<file path="src/rtl/grant_dispatcher_pkg.sv">
// Shared types and defaults for the grant dispatcher.
// The optional assertion set in the top is enabled by GRANT_DISPATCHER_CHECK_EN.
package grant_dispatcher_pkg;

    typedef enum logic [1:0] {IDLE, GRANT, RELEASE} gd_state_e;

    localparam int unsigned GD_N_DEF        = 4;
    localparam int unsigned GD_HOLD_MAX_DEF = 15;

    // Reference decode for up to 16 clients; out-of-range indices give zero.
    function automatic logic [15:0] onehot_of(input int unsigned idx);
        logic [15:0] r_v;
        r_v = '0;
        if (idx < 16) r_v[idx[3:0]] = 1'b1;
        return r_v;
    endfunction

endpackage

</file>
<file path="src/rtl/grant_dispatcher_if.sv">
// Request/grant bundle between the selection stage (master) and the dispatcher (slave).
interface grant_dispatcher_if #(
    parameter int unsigned N    = 4,
    parameter int unsigned IDXW = (N > 1) ? $clog2(N) : 1
);
    logic            req_valid;
    logic            req_ready;
    logic [IDXW-1:0] req_idx;
    logic [N-1:0]    gnt;
    logic [N-1:0]    done;
    logic            busy;
    logic            err_idx;
    logic            err_timeout;

    modport slave (
        input  req_valid, req_idx, done,
        output req_ready, gnt, busy, err_idx, err_timeout
    );

    modport master (
        output req_valid, req_idx, done,
        input  req_ready, gnt, busy, err_idx, err_timeout
    );
endinterface

</file>
<file path="src/rtl/grant_dispatcher_onehot_decoder.sv">
// Combinational index-to-one-hot decoder; out-of-range indices decode to zero.
module grant_dispatcher_onehot_decoder #(
    parameter int unsigned N    = 4,
    parameter int unsigned IDXW = 2
) (
    input  logic [IDXW-1:0] i_idx,
    output logic [N-1:0]    o_onehot,
    output logic            o_in_range
);

    always_comb begin
        o_onehot   = '0;
        o_in_range = (32'(i_idx) < N);
        if (o_in_range) o_onehot[i_idx] = 1'b1;
    end

endmodule

</file>
<file path="src/rtl/grant_dispatcher.sv">
// Decodes an accepted client index into a held one-hot grant with done/timeout release.
// Define GRANT_DISPATCHER_CHECK_EN to compile in simulation-only protocol assertions.
module grant_dispatcher
    import grant_dispatcher_pkg::*;
#(
    parameter int unsigned N        = GD_N_DEF,
    parameter int unsigned HOLD_MAX = GD_HOLD_MAX_DEF
) (
    input  logic             clk,
    input  logic             rst,
    grant_dispatcher_if.slave bus
);

    localparam int unsigned IDXW = (N > 1) ? $clog2(N) : 1;
    localparam int unsigned CNTW = $clog2(HOLD_MAX + 1);
    localparam logic [CNTW-1:0] CNT_LAST = CNTW'(HOLD_MAX - 1);

    gd_state_e       r_state, w_state_next;
    logic [N-1:0]    r_gnt, w_gnt_next, w_onehot;
    logic [CNTW-1:0] r_cnt, w_cnt_next;
    logic            r_busy, w_busy_next;
    logic            r_err_idx, w_err_idx_next;
    logic            r_err_timeout, w_err_timeout_next;
    logic            w_in_range, w_handshake, w_done_hit, w_timeout;

    grant_dispatcher_onehot_decoder #(
        .N    (N),
        .IDXW (IDXW)
    ) u_decoder (
        .i_idx      (bus.req_idx),
        .o_onehot   (w_onehot),
        .o_in_range (w_in_range)
    );

    assign w_handshake = bus.req_valid && (r_state == IDLE);
    // Only the line currently granted can release; others are masked off.
    assign w_done_hit  = |(bus.done & r_gnt);
    assign w_timeout   = (r_cnt == CNT_LAST);

    always_ff @(posedge clk or posedge rst) begin
        if (rst) begin
            r_state       <= IDLE;
            r_gnt         <= '0;
            r_cnt         <= '0;
            r_busy        <= 1'b0;
            r_err_idx     <= 1'b0;
            r_err_timeout <= 1'b0;
        end else begin
            r_state       <= w_state_next;
            r_gnt         <= w_gnt_next;
            r_cnt         <= w_cnt_next;
            r_busy        <= w_busy_next;
            r_err_idx     <= w_err_idx_next;
            r_err_timeout <= w_err_timeout_next;
        end
    end

    always_comb begin
        w_state_next = r_state;
        unique case (r_state)
            IDLE:    if (w_handshake && w_in_range) w_state_next = GRANT;
            GRANT:   if (w_done_hit || w_timeout) w_state_next = RELEASE;
            RELEASE: w_state_next = IDLE;
            default: w_state_next = IDLE;
        endcase
    end

    always_comb begin
        w_gnt_next         = '0;
        w_cnt_next         = r_cnt;
        w_busy_next        = (w_state_next != IDLE);
        w_err_idx_next     = 1'b0;
        w_err_timeout_next = 1'b0;
        unique case (r_state)
            IDLE: begin
                w_cnt_next = '0;
                if (w_handshake) begin
                    if (w_in_range) w_gnt_next = w_onehot;
                    else            w_err_idx_next = 1'b1;
                end
            end
            GRANT: begin
                // done wins over a coincident timeout.
                if (!w_done_hit) begin
                    if (w_timeout) begin
                        w_err_timeout_next = 1'b1;
                    end else begin
                        w_gnt_next = r_gnt;
                        w_cnt_next = r_cnt + CNTW'(1);
                    end
                end
            end
            default: ;
        endcase
    end

    assign bus.req_ready   = (r_state == IDLE);
    assign bus.gnt         = r_gnt;
    assign bus.busy        = r_busy;
    assign bus.err_idx     = r_err_idx;
    assign bus.err_timeout = r_err_timeout;

`ifdef GRANT_DISPATCHER_CHECK_EN
    a_gnt_onehot0: assert property (@(posedge clk) disable iff (rst) $onehot0(r_gnt));

    a_gnt_in_grant: assert property (@(posedge clk) disable iff (rst)
        (r_gnt != '0) |-> (r_state == GRANT));

    a_foreign_done: assert property (@(posedge clk) disable iff (rst)
        !(r_busy && |(bus.done & ~r_gnt)))
        else $warning("done asserted on a non-granted line");

    a_valid_stable: assert property (@(posedge clk) disable iff (rst)
        (bus.req_valid && !bus.req_ready) |=> bus.req_valid)
        else $error("req_valid dropped before handshake");
`endif

endmodule
</file>
<file path="src/flat_wrapper.sv">
// flat-port wrapper written by rule: the top's interface ports become plain ports
module grant_dispatcher_flat import grant_dispatcher_pkg::*;
#(
    parameter int unsigned N        = GD_N_DEF,
    parameter int unsigned HOLD_MAX = GD_HOLD_MAX_DEF
)
  (clk, rst, bus_req_valid, bus_req_idx, bus_done, bus_req_ready, bus_gnt, bus_busy, bus_err_idx, bus_err_timeout);
  grant_dispatcher_if #(.N(N)) bus_i ();
  input  logic clk;
  input  logic rst;
  input wire logic [$bits(bus_i.req_valid)-1:0] bus_req_valid;
  input wire logic [$bits(bus_i.req_idx)-1:0] bus_req_idx;
  input wire logic [$bits(bus_i.done)-1:0] bus_done;
  output wire logic [$bits(bus_i.req_ready)-1:0] bus_req_ready;
  output wire logic [$bits(bus_i.gnt)-1:0] bus_gnt;
  output wire logic [$bits(bus_i.busy)-1:0] bus_busy;
  output wire logic [$bits(bus_i.err_idx)-1:0] bus_err_idx;
  output wire logic [$bits(bus_i.err_timeout)-1:0] bus_err_timeout;
  assign bus_i.req_valid = bus_req_valid;
  assign bus_i.req_idx = bus_req_idx;
  assign bus_i.done = bus_done;
  assign bus_req_ready = bus_i.req_ready;
  assign bus_gnt = bus_i.gnt;
  assign bus_busy = bus_i.busy;
  assign bus_err_idx = bus_i.err_idx;
  assign bus_err_timeout = bus_i.err_timeout;
  grant_dispatcher #(.N(N), .HOLD_MAX(HOLD_MAX)) u_core (.clk(clk), .rst(rst), .bus(bus_i));
endmodule
</file>
<file path="config.mk">
export PLATFORM = sky130hd
export DESIGN_NAME = grant_dispatcher_flat
export DESIGN_NICKNAME = d
export VERILOG_FILES = /design/src/rtl/grant_dispatcher_pkg.sv /design/src/rtl/grant_dispatcher_if.sv /design/src/rtl/grant_dispatcher_onehot_decoder.sv /design/src/rtl/grant_dispatcher.sv /design/src/flat_wrapper.sv
export SDC_FILE = /design/constraint.sdc
export NUM_CORES = 1
export LEC_CHECK = 0
export CORE_MARGIN = 3
export CORE_UTILIZATION = 45
export CTS_BUF_LIST = sky130_fd_sc_hd__clkbuf_8
export DETAILED_ROUTE_END_ITERATION = 7
export PLACE_DENSITY = 0.75
export SLEW_MARGIN = 25
export SYNTH_ARGS = -nofsm -noshare
export SYNTH_HDL_FRONTEND = slang
export SYNTH_SLANG_ARGS = --single-unit
</file>
<file path="constraint.sdc">
create_clock -name clk -period 1.66 [get_ports clk]
set_input_delay 0.332 -clock clk [delete_from_list [all_inputs] [get_ports clk]]
set_output_delay 0.332 -clock clk [all_outputs]
set_load 0.01 [all_outputs]
</file>
== Word-level counts from Yosys, hierarchy flattened ==
Cells that the tools add are included.

* Register bits: 12
* Bits of input ports: 9
* Output and inout bits: 8

* Add/subtract/negate cells: 1
* Order comparisons: 2
* Eq/ne operators: 5
* Muxes and demuxes: 15
* Bitwise logic cells: 1
* Reduce and logical (&&, ||, !) cells: 8

{| class="wikitable"
|+ Operators by type and width
! operator !! number
|-
| 2-to-1 mux 4 bit || 5
|-
| one-hot mux 4 bit (2 select lines) || 2
|-
| adder 4 x 1 -> 4 bit, second input constant || 1
|-
| AND 4 bit || 1
|-
| equality test 4 bit, second input constant || 1
|-
| 2-to-1 mux 1 bit || 4
|-
| 2-to-1 mux 2 bit || 2
|-
| != test 2 bit, second input constant || 2
|-
| one-hot mux 2 bit (2 select lines) || 1
|-
| nonzero test 2 bit || 2
|-
| OR reduction 4 bit || 1
|-
| < comparator 2 x 3 -> 1 bit, second input constant || 1
|-
| != test 3 x 1 -> 1 bit, second input constant || 1
|-
| AND reduction 3 bit || 1
|-
| demux 1 bit (select 2 bit) || 1
|-
| equality test 2 x 1 -> 1 bit, second input constant || 1
|-
| greater-or-equal comparator 2 x 1 -> 1 bit, second input constant || 1
|-
| logical AND 1 bit || 2
|-
| zero test 2 bit || 1
|-
| logical OR 1 bit || 1
|}

== Longest topological paths before layout ==
Gate-level depths: netlist of the first run.

* Word-level depth: 6
* Depth in mapped cells: 5
* Gate-level depth less buffers: 5

== Modules after synthesis ==
Synthesis of the first run repeated with hierarchy kept, for this count alone.

* Cell total of the unflattened synthesis: 58
* Area total of the unflattened synthesis: 648.1 um^2

{| class="wikitable"
|+ By module, submodules not included
! module !! times used !! cells each !! area each (um^2) !! seq. area each (um^2)
|-
| grant_dispatcher || 1 || 52 || 610.6 || 325.3
|-
| grant_dispatcher_onehot_decoder || 1 || 6 || 37.5 || 0.0
|}

== Worst setup path after synthesis of the first run ==
No wires, ideal clock.

* Path type: reg-to-reg
* From: reg u_core.r_cnt[0]
* To: reg u_core.r_gnt[3], in the netlist u_core.bus.gnt[3]
* Setup time: 0.080 ns
* Arrival time: 1.434 ns
* Required time: 1.580 ns
* Slack: 0.147 ns
* Cell stages (with the launch flop): 6
* Buffers on the path: 0
* Clock period less this slack: 1.513 ns
* Cells stage by stage: dfrtp_1 inv_1 ha_1 and3_1 or4_4 o22ai_2

* Cells in the longest elaborated chain, start to end: 2

{| class="wikitable"
|+ Ends and longest elaborated chain
! item !! line !! text
|-
| from (decl) || grant_dispatcher.sv:20 || <nowiki>logic [CNTW-1:0] r_cnt, w_cnt_next;</nowiki>
|-
| from (signal assigned) || grant_dispatcher.sv:51 || <nowiki>r_cnt <= w_cnt_next;</nowiki>
|-
| equality test 4 bit || grant_dispatcher.sv:38 || <nowiki>assign w_timeout = (r_cnt == CNT_LAST);</nowiki>
|-
| != test 3 x 1 -> 1 bit (no source line) || -- ||
|-
| to (signal assigned) || grant_dispatcher.sv:50 || <nowiki>r_gnt <= w_gnt_next;</nowiki>
|-
| to (decl) || grant_dispatcher.sv:19 || <nowiki>logic [N-1:0] r_gnt, w_gnt_next, w_onehot;</nowiki>
|}

No other way between the ends.
A chain may end at the register's enable or synchronous reset.

== Final worst setup path of the first run ==
* From: reg u_core.r_cnt[1]
* To: reg u_core.r_gnt[3], in the netlist u_core.bus.gnt[3]

The elaborated chain is that of the path after synthesis.

==> results_dict.tcl, run 1 <==
set metrics [dict create \
    diodes 0 \
    fin_ws_ps 61.3 \
    htreeDepth 1 \
    wl_per_cell_um 15.1 \
    reg2reg_setup_slack_ps 60 \
    finalSetupTns_ps 0 \
    r2r_end "u_core.bus.gnt[3]" \
    leakagePower_nw 0.420 \
    synth_top_area_share 0.465 \
    drtAntennaViolNets 0 \
    cp_slowest_cell "or4_4" \
    hold_viol_final 0 \
    status "finished, final reports clean" \
    nets 99 \
    crit_chain "ha_1, and3_1, or4_4, o22ai_2" \
    endpoint_kind "flop" \
    drv_cap 0 \
    yosys_warnings 0 \
    period_needed_ps 1600 \
    slowest_delay_ps 500 \
    hold_ws_ps 408 \
    finalClockSkew_ps 1.56 \
    clk_pin_slew_ps 60 \
    fmax_mhz 626 \
    grt_pass1_vias 637 \
    fp.coreArea_mm2 0.00132 \
    synthDistinctLibCells 30 \
    clock-sinks 12 \
    synth_area_leader_cell "dfrtp_1" \
    hp-class "primary input to async pin" \
    io_pins 17 \
    synth_seq_area_share 0.465 \
    io_buffers 15 \
    finalSetupViolations 0 \
    overflow 0 \
    design_area_um2 916 \
    r2r_start "u_core.r_cnt[1]" \
    numCtsBuffers 3 \
    postCtsSetupBuffers 0 \
    ys_async_sr_fraction 1.00 \
    min_period_over_period 0.963 \
    crit_path_max_fanout 5 \
    synthCells 62 \
    cts_root_buf "clkbuf_8" \
    drcViolationCount 0 \
    antenna_found_initial 0 \
    synth_edf_count 0 \
    synthTopCellsByCount "dfrtp_1, nor2_1, inv_1, nand2_1, nand3_1" \
    ir_worst_vdd_uv 1030 \
    path_class "flop to flop" \
    hpwl_um 1160 \
    initial_utilization 0.490 \
    die_x_um 43.9 \
    netlist_area_um2 646 \
    drtIter0Drc 21 \
    grt_usage 0.196 \
    ctsLongestPathBuffers 2 \
    drtPass1Iterations 4 \
    grt_setup_unrepaired "no" \
    globalplace.congestion 0.775 \
    area_growth_pct 41.9 \
    ys.flop_type "dfrtp_1" \
    dpl_cell_area_um2 862 \
    yosysMostFrequentCell "dfrtp_1" \
    avgViaCountPerCell 5.82 \
    cts_tree "yes" \
    post_cts_resized 1 \
    crit_required_ps 1830 \
    final_max_slew_viol_count 0 \
    routed_wl_um 1540 \
    syn_nets 73 \
    grt_max_degree 13 \
    critical_path_arrival_ps 1760 \
    rows 13 \
    postCtsHoldBufs 0 \
    synth-seq-cells 12 \
    netlist_top_cells_area "dfrtp_1, ha_1, nor2_1, nand3_1, nor4_1" \
    dpl_worst_slack_ps -180 \
    clk_latency_ps 240 \
    dieArea_mm2 0.00193 \
    postSynthAreaPerCell_um2 10.4 \
    dr_total_vias 594 \
    cp-start-kind "flop" \
    chipHeight_um 43.9 \
    power_density_mw_per_mm2 1550 \
    grt_pass1_wl_um 2670 \
    total_power_w 0.00142 \
    drive_gt1_frac 0.207 \
    rr_worst_depth 4 \
]
layer usage:
metal,routed length [µm],track usage
met1,698,0.229
met2,722,0.314
met3,59,0.0415
met4,59,0.139
met5,0,0
worst max path at each step:
stage | start | endpoint | slack, ps | depth (start not counted)
2_1_floorplan | u_core.r_cnt[0] | u_core.bus.gnt[3] | 150 | 5
3_3_place_gp | bus_done[2] | u_core.r_cnt[3] | -130 | 4
3_5_place_dp | bus_done[2] | u_core.bus.gnt[3] | -180 | 4
4_1_cts | u_core.r_cnt[1] | u_core.bus.gnt[3] | 70 | 4
5_1_grt | u_core.r_cnt[1] | u_core.bus.gnt[3] | 8 | 4
6_report | u_core.r_cnt[1] | u_core.bus.gnt[3] | 60 | 4
layout by cell type (no fill, tap or decap), drive strengths merged, types with 2 or more instances in the layout:
cell type / count
a22o: 4
a22oi: 2
buf: 8
clkbuf: 4
clkdlybuf4s50: 14
dfrtp: 12
ha: 2
inv: 4
nand2: 4
nand2b: 2
nand3: 4
nor2: 6
nor4: 3
o311ai: 2
or4: 2
worst max-delay path, delay by kind of cell, from the launching register on:
family	cells	cell delay, ps
AND/OR/NAND/NOR	2	740
adder cells (fa/ha/maj)	1	230
flip-flops	1	430
AO/OA/AOI/OAI	1	120
stage by stage:
stage,instances,util
6_report,102,0.695
5_1_grt,102,0.695
4_1_cts,102,0.695
3_5_place_dp,98,0.654
3_3_place_gp,98,0.654
2_1_floorplan,62,-
layout make-up:
type / instances / area, µm²
fill: 104 / 402
multi-input combinational: 44 / 318
sequential: 12 / 300
timing repair buffer: 23 / 209
clock buffer: 4 / 55.1
tap: 15 / 18.8
inverter: 4 / 15.0
flip-flops by register name, summed over array words and instances (netlist names):
signal,count
u_core.r_cnt,4
u_core.bus.busy,1
u_core.r_state,2
u_core.bus.err_timeout,1
u_core.bus.gnt,4
cells by family (layout without fill, tap and decap cells):
family,count (synthesis),count (layout),synth area share
AO/OA/AOI/OAI,17,17,0.250
other,1,1,0.00581
buffers and inverters,6,31,0.0426
AND/OR/NAND/NOR,24,24,0.198
adder cells (fa/ha/maj),2,2,0.0388
flip-flops,12,12,0.465
report_power, final:
group | leakage [nW] | switching, W | total (W) | internal (W)
Sequential | 0.157 | 0.0000722 | 0.000447 | 0.000375
Combinational | 0.234 | 0.000303 | 0.000649 | 0.000345
Clock | 0.0288 | 0.000114 | 0.000323 | 0.000210
Total | 0.420 | 0.000489 | 0.00142 | 0.000930
Power figures use the tool's default switching activity.
==> run 2: changes to the inputs <==
--- a/config.mk
+++ b/config.mk
@@ -6,10 +6,10 @@
 export NUM_CORES = 1
 export LEC_CHECK = 0
 export CORE_MARGIN = 3
-export CORE_UTILIZATION = 45
+export CORE_UTILIZATION = 44
 export CTS_BUF_LIST = sky130_fd_sc_hd__clkbuf_8
 export DETAILED_ROUTE_END_ITERATION = 7
-export PLACE_DENSITY = 0.75
+export PLACE_DENSITY = 0.76
 export SLEW_MARGIN = 25
 export SYNTH_ARGS = -nofsm -noshare
 export SYNTH_HDL_FRONTEND = slang
==> constraint.sdc (replaced) <==
create_clock -name clk -period 1.37 [get_ports clk]
set_input_delay 0.274 -clock clk [delete_from_list [all_inputs] [get_ports clk]]
set_output_delay 0.274 -clock clk [all_outputs]
set_load 0.01 [all_outputs]
==> results_dict.tcl, run 2 (synthesis results as in run 1) <==
set metrics [dict create \
    drtIter0Drc 10 \
    overflow 0 \
    endpoint_kind "flop" \
    dpl.cell_count 106 \
    drive_gt1_frac 0.354 \
    r2r_start "u_core.r_cnt[0]" \
    hpwl_um 1240 \
    crit_path_max_fanout 4 \
    grt_max_degree 13 \
    final_cell_mix "buf_4, dfrtp_1, dlygate4sd2_1" \
    clock-sinks 12 \
    crit_chain "inv_1, ha_2, and3_4, or4_4, o22ai_4" \
    finalSetupViolations 9 \
    io_pins 17 \
    drtAntennaViolNets 0 \
    instances_no_fill 111 \
    leakagePower_nw 0.523 \
    crit_required_ps 1530 \
    critical_path_arrival_ps 1630 \
    antenna_found_initial 0 \
    clk_pin_slew_ps 50 \
    initial_utilization 0.484 \
    hp-class "primary input to async pin" \
    layout_commonest_cell "buf_4" \
    rows 13 \
    drv_cap 0 \
    grt_setup_unrepaired "yes" \
    dieArea_mm2 0.00196 \
    period_needed_ps 1470 \
    rr_worst_depth 5 \
    fin_ws_ps -104 \
    io_buffers 15 \
    dr_total_vias 635 \
    diodes 0 \
    clk_latency_ps 240 \
    die_x_um 44.3 \
    ctsLongestPathBuffers 2 \
    fmax_mhz 678 \
    status "finished, violations left" \
    ir_worst_vdd_uv 1020 \
    globalplace.congestion 0.840 \
    violations "setup timing" \
    hold_ws_ps 344 \
    routed_wl_um 1810 \
    area_growth_pct 58.3 \
    power_density_mw_per_mm2 1810 \
    grt_usage 0.216 \
    htreeDepth 1 \
    grt_pass1_vias 668 \
    wl_per_cell_um 16.3 \
    finalClockSkew_ps 0.958 \
    cp-start-kind "flop" \
    fp.coreArea_mm2 0.00133 \
    slowest_delay_ps 500 \
    finalSetupTns_ps -396 \
    drtPass1Iterations 4 \
    min_period_over_period 1.08 \
    cts_tree "yes" \
    nets 109 \
    startpoint "u_core.r_cnt[0]" \
    numCtsBuffers 3 \
    grt_pass1_wl_um 2960 \
    cp_slowest_cell "or4_4" \
    chipHeight_um 44.3 \
    final_max_slew_viol_count 0 \
    cts_root_buf "clkbuf_8" \
    hold_viol_final 0 \
    path_class "flop to flop" \
    drcViolationCount 0 \
    avgViaCountPerCell 5.72 \
]
[run 2: final timing paths]
kind,end,slack (ps)
setup / recovery,u_core.bus.gnt[3],-100
hold / removal,u_core.bus.gnt[0],340
setup reg to reg,u_core.bus.gnt[3],-100
hold reg to reg,u_core.r_cnt[3],570
max in group asynchronous,u_core.r_cnt[1],720
min in group clk,u_core.r_cnt[3],570
[run 2: cell type report]
cell class                 count  area [µm²]
clock buffer                   3        41.3
fill                          95         312
sequential                    12         300
tap                           15        18.8
multi-input combinational     44         365
timing repair buffer          33         282
inverter                       4        15.0
[run 2: stage by stage]
stage	utilization	total power (W)	cell area, µm²	worst slack (ps)
global placement	0.697	0.00146	930	-345
finish	0.766	0.00185	1020	-104
CTS	0.747	0.00182	996	-95.0
detailed placement	0.697	0.00148	930	-391
global route	0.766	0.00197	1020	-144
floorplan	-	0.000965	653	-69.2
[run 2: report_power, final]
part | leakage (nW) | total, W | switching, W | internal (W)
logic | 0.344 | 0.00101 | 0.000463 | 0.000549
registers | 0.157 | 0.000534 | 0.0000788 | 0.000455
clock network | 0.0216 | 0.000306 | 0.000114 | 0.000192
[run 2: worst max-delay path, delay by kind of cell, from the launching register on]
| family | cells | cell delay (ps) |
|---|---|---|
| DFF | 1 | 350 |
| adders and majority gates | 1 | 190 |
| buffers and inverters | 1 | 50 |
| AOI/OAI and AO/OA | 1 | 110 |
| and+or+nand+nor | 2 | 690 |
[run 2: per-layer routing]
| metal | GRT usage | part of all wire |
|---|---|---|
| met1 | 0.224 | 0.41 |
| met2 | 0.369 | 0.53 |
| met3 | 0.0732 | 0.044 |
| met4 | 0.133 | 0.022 |
| met5 | 0 | 0 |
[run 2: what timing repair did]
action | 4_1_cts | 5_1_grt
hold buffers | 0 | 0
setup buffers | 2 | 1
endpoints found under the setup margin | 14 | 12
gates resized for setup | 16 | 6
pin swaps | 1 | 1
==> run 3: changes to the inputs <==
--- a/config.mk
+++ b/config.mk
@@ -6,10 +6,9 @@
 export NUM_CORES = 1
 export LEC_CHECK = 0
 export CORE_MARGIN = 3
-export CORE_UTILIZATION = 44
+export CORE_UTILIZATION = 35
 export CTS_BUF_LIST = sky130_fd_sc_hd__clkbuf_8
 export DETAILED_ROUTE_END_ITERATION = 7
-export PLACE_DENSITY = 0.76
 export SLEW_MARGIN = 25
 export SYNTH_ARGS = -nofsm -noshare
 export SYNTH_HDL_FRONTEND = slang
==> results_dict.tcl, run 3 (synthesis results as in run 1) <==
set metrics [dict create \
    finalSetupTns_ps -286 \
    hp-class "primary input to async pin" \
    clk_pin_slew_ps 60 \
    leakagePower_nw 0.466 \
    area_growth_pct 49.0 \
    grt_usage 0.154 \
    drv_cap 0 \
    chipHeight_um 49.0 \
    min_period_over_period 1.05 \
    numCtsBuffers 3 \
    cts_root_buf "clkbuf_8" \
    io_pins 17 \
    status "finished, violations left" \
    violations "setup timing" \
    finalSetupViolations 9 \
    drive_gt1_frac 0.297 \
    finalClockSkew_ps 1.90 \
    grt_pass1_wl_um 2740 \
    htreeDepth 1 \
    path_delay_family "simple AND/OR/NAND/NOR gates" \
    endpoint_kind "flop" \
    nets 103 \
    clk_latency_ps 250 \
    dpl_worst_slack_ps -385 \
    drtIter0Drc 12 \
    hold_viol_final 0 \
    diodes 0 \
    initial_utilization 0.401 \
    final_cell_mix "buf_4, dfrtp_1, dlygate4sd2_1" \
    crit_chain "inv_1, ha_2, and3_4, or4_4, o22ai_2" \
    design_area_um2 962 \
    fmax_mhz 694 \
    rows 14 \
    nFillCells 151 \
    drtAntennaViolNets 0 \
    routed_wl_um 1590 \
    dieArea_mm2 0.00240 \
    fin_ws_ps -71.0 \
    power_density_mw_per_mm2 1830 \
    grt_pass1_vias 575 \
    overflow 0 \
    path_class "flop to flop" \
    ir_worst_vdd_uv 1420 \
    dpl.cell_count 112 \
    ctsLongestPathBuffers 2 \
    hpwl_um 1180 \
    dr_total_vias 610 \
    postCtsSetupBuffers 0 \
    grt_setup_unrepaired "yes" \
    cts_tree "yes" \
    slowest_delay_ps 480 \
    clock-sinks 12 \
    crit_required_ps 1540 \
    instances_no_fill 115 \
    final_max_slew_viol_count 0 \
    globalplace.congestion 0.844 \
    grt_max_degree 13 \
    dpl_cell_area_um2 918 \
    wl_per_cell_um 13.9 \
    period_needed_ps 1440 \
    io_buffers 15 \
    antenna_found_initial 0 \
    crit_buf_inv 1 \
    postCtsHoldBufs 0 \
    cp-start-kind "flop" \
    critical_path_arrival_ps 1610 \
    drtPass1Iterations 4 \
    die_x_um 49.0 \
    cp_slowest_cell "or4_4" \
    drcViolationCount 0 \
    crit_path_max_fanout 4 \
    fp.coreArea_mm2 0.00161 \
    avgViaCountPerCell 5.30 \
]
run 3: path summary, 6_finish.rpt:
| kind | from | end | slack [ps] | cells past startpoint |
|---|---|---|---|---|
| min in group clk | bus_done[1] | u_core.bus.err_timeout | 550 | 3 |
| worst max-delay path | u_core.r_cnt[0] | u_core.bus.gnt[3] | -70 | 5 |
| worst max register to register | u_core.r_cnt[0] | u_core.bus.gnt[3] | -70 | 5 |
| worst min register to register | u_core.r_cnt[3] | u_core.r_cnt[3] | 550 | 1 |
| worst min-delay path | rst | u_core.bus.gnt[1] | 350 | 2 |
| max in group asynchronous | rst | u_core.r_cnt[2] | 700 | 2 |
run 3: worst reg2reg max path: stages, from the launching register on:
cell	delay (ps)
dfrtp_1	360
inv_1	50
ha_2	190
and3_4	190
or4_4	480
o22ai_2	90
run 3: final cells by class:
type / count / area, µm² / share of cell area
multi-input cells: 44 / 337 / 0.350
repair buffers: 27 / 225 / 0.234
flip-flops and latches: 12 / 300 / 0.312
inverters: 4 / 15.0 / 0.0156
clock buffers: 4 / 55.1 / 0.0572
well taps: 24 / 30.0 / 0.0312
run 3: metal layers:
metal | wire [µm] | share of wire | up-vias | GRT usage
met2 | 728 | 0.46 | 26 | 0.231
li1 | - | - | 293 | -
met3 | 111 | 0.070 | 5 | 0.0489
met4 | 31 | 0.019 | 0 | 0.0711
met1 | 721 | 0.45 | 286 | 0.199
met5 | 0 | 0 | - | 0
run 3: power breakdown:
| group | leakage, nW | switching [W] | internal (W) |
|---|---|---|---|
| logic | 0.280 | 0.000405 | 0.000435 |
| registers | 0.157 | 0.0000712 | 0.000455 |
| clock network | 0.0288 | 0.000141 | 0.000255 |
run 3: timing repair:
action | in CTS | in global routing
setup endpoints to repair | 16 | 12
pin swaps | 3 | 1
hold endpoints to repair | 0 | 0
resized for setup | 14 | 3
run 3: stage by stage:
step | power [W] | hold WS, ps | util
6_report | 0.00176 | 350 | 0.597
5_1_grt | 0.00189 | 392 | 0.597
4_1_cts | 0.00178 | 363 | 0.599
3_5_place_dp | 0.00141 | 537 | 0.570
3_3_place_gp | 0.00140 | 535 | 0.570
2_1_floorplan | 0.000965 | 139 | -
==> variant (config.mk and constraints of run 1) <==
Set the package constant `GD_N_DEF` to 8 (it was 4).
--- a/src/rtl/grant_dispatcher_pkg.sv
+++ b/src/rtl/grant_dispatcher_pkg.sv
@@ -4,7 +4,7 @@
 
     typedef enum logic [1:0] {IDLE, GRANT, RELEASE} gd_state_e;
 
-    localparam int unsigned GD_N_DEF        = 4;
+    localparam int unsigned GD_N_DEF        = 8;
     localparam int unsigned GD_HOLD_MAX_DEF = 15;
 
     // Reference decode for up to 16 clients; out-of-range indices give zero.
Interface: changed (resized bus_done, bus_gnt and bus_req_idx); port bits go from 17 to 26. The function was not compared with the original's and may differ.
==> variant against run 1 <==
- sequential cell count up 4
- die area increased by 19%
- highest routed layer unchanged
- total power increased by 7.5%
- critical endpoint is now u_core.bus.gnt[4]
- wire length up 18%
- setup slack improved by 0.075 ns
- synthesized cell count rose by 18%
- cell area grew 24%
- critical path type unchanged
- synthesized area rose by 22%
==> variant: results (changes against run 1) <==
yosys_most_used_dff: "dfrtp_1"  # unchanged
status: "complete, no violations"  # unchanged
avgRoutedWirePerCell_um: 14.9  # was 15.1 um
critPathMaxStageDelay_ns: 0.43  # was 0.50 ns
drt_iter0_markers: 18  # was 21
crit_start: "u_core.r_cnt[1]"  # unchanged
synth_cell_type_count: 26  # was 30
ctsHtreeMaxLevel: 1  # unchanged
grt_pass1_vias: 704  # was 637
syn_nets: 89  # was 73
worstPathArrival_ns: 1.71  # was 1.76 ns
cts.repair.resized: 2  # was 1
cts.path.max_buffers: 2  # unchanged
via_count: 709  # was 594
fmax_mhz: 656  # was 626 MHz
min_path_type: "in -> async"  # unchanged
dr_wl_met3_um: 67  # was 59 um
grt_antenna_before_repair: 0  # unchanged
drive_gt1_share_pct: 17.9  # was 20.7%
power.switching_uw: 536  # was 489 uW
irDropWorstVdd_uv: 789  # was 1030 uV
skew_ns: 0.000788  # was 0.00156 ns
grt_max_degree: 17  # was 13
worstPathMaxFanout: 9  # was 5
power.leakage_nw: 0.528  # was 0.420 nW
critPathTopFamily: "simple AND/OR/NAND/NOR gates"  # unchanged
routed-wl-met2_um: 884  # was 722 um
p_comb_uw: 689  # was 649 uW
worstRegToRegCells: 5  # was 4
clk_latency_ns: 0.24  # about the same
r2r_setup_slack_ns: 0.14  # was 0.06 ns
portBuffers: 24  # was 15
antennaDiodeCount: 0  # unchanged
async_reset_ff_share_pct: 100  # unchanged
yosysWarnings: 0  # unchanged
routed.top_layer: "met4"  # unchanged
grt_use_met1_pct: 24.4  # was 22.9%
met1_length_um: 820  # was 698 um
gp_congestion: 0.887  # was 0.775
grt_pass1_wl_mm: 3.09  # was 2.67 mm
grt_usage_pct: 20.1  # was 19.6%
met2_usage_pct: 32.5  # was 31.4%
n_fill_cell: 130  # was 104
dpl_cell_area_um2: 1090  # was 862 um2
cts_buffers: 3  # unchanged
cp_slowest_cell: "dfrtp_1"  # was or4_4
hpwl_mm: 1.44  # was 1.16 mm
synth_area_leaders: "dfrtp_1 51%, a22o_1 6.7%, a22oi_1 3.8%"  # was dfrtp_1 47%, ha_1 3.9%, nor2_1 3.5%
place_ws_ns: -0.145  # was -0.180 ns
synth_commonest_cells: "16 x dfrtp_1, 8 x nor2_1, 6 x a22o_1, 4 x a22oi_1"  # was 12 x dfrtp_1, 6 x nor2_1, 4 x inv_1, 4 x nand2_1, 4 x nand3_1
seq_area_frac_synth_pct: 50.9  # was 46.5%
crit_end: "u_core.bus.gnt[4]"  # was u_core.bus.gnt[3]
largest_reg_flops: 8
met3_usage_pct: 4.51  # was 4.15%
clk_pin_slew_ns: 0.06  # about the same
seqPwrFrac_pct: 36.6  # was 31.5%
nNetsFinal: 124  # was 99
[variant: changes by cell type in the layout (fill, tap and decap cells not counted), moves of 3 or more]
cell / delta
a22o_1: +4
clkdlybuf4s50_1: +9
dfrtp_1: +4
nor2b_1: +3
[variant: logic make-up (layout without fill, tap and decap cells)]
family,count (synthesis),count (layout),share of synthesized area (%)
buffers and inverters,3,36,1.91
other,1,1,0.476
adder cells (fa/ha/maj),2,2,3.18
flip-flops,16,16,50.9
AND/OR/NAND/NOR,30,30,22.3
AO/OA/AOI/OAI,21,21,21.3
[variant: through the flow]
stage               hold slack [ns]  total power, mW  instances
floorplan                     0.246            0.927         73
global route                  0.444             1.64        122
CTS                           0.429             1.53        122
finish                        0.414             1.53        122
global placement              0.515             1.24        119
detailed placement            0.529             1.25        119
[variant: layout make-up]
type	count	area (um2)	area share [%]
clock buffers	3	41.3	3.62
inverters	2	7.51	0.659
multi-input cells	54	379	33.3
flip-flops and latches	16	400	35.1
well taps	16	20.0	1.76
repair buffers	31	292	25.6
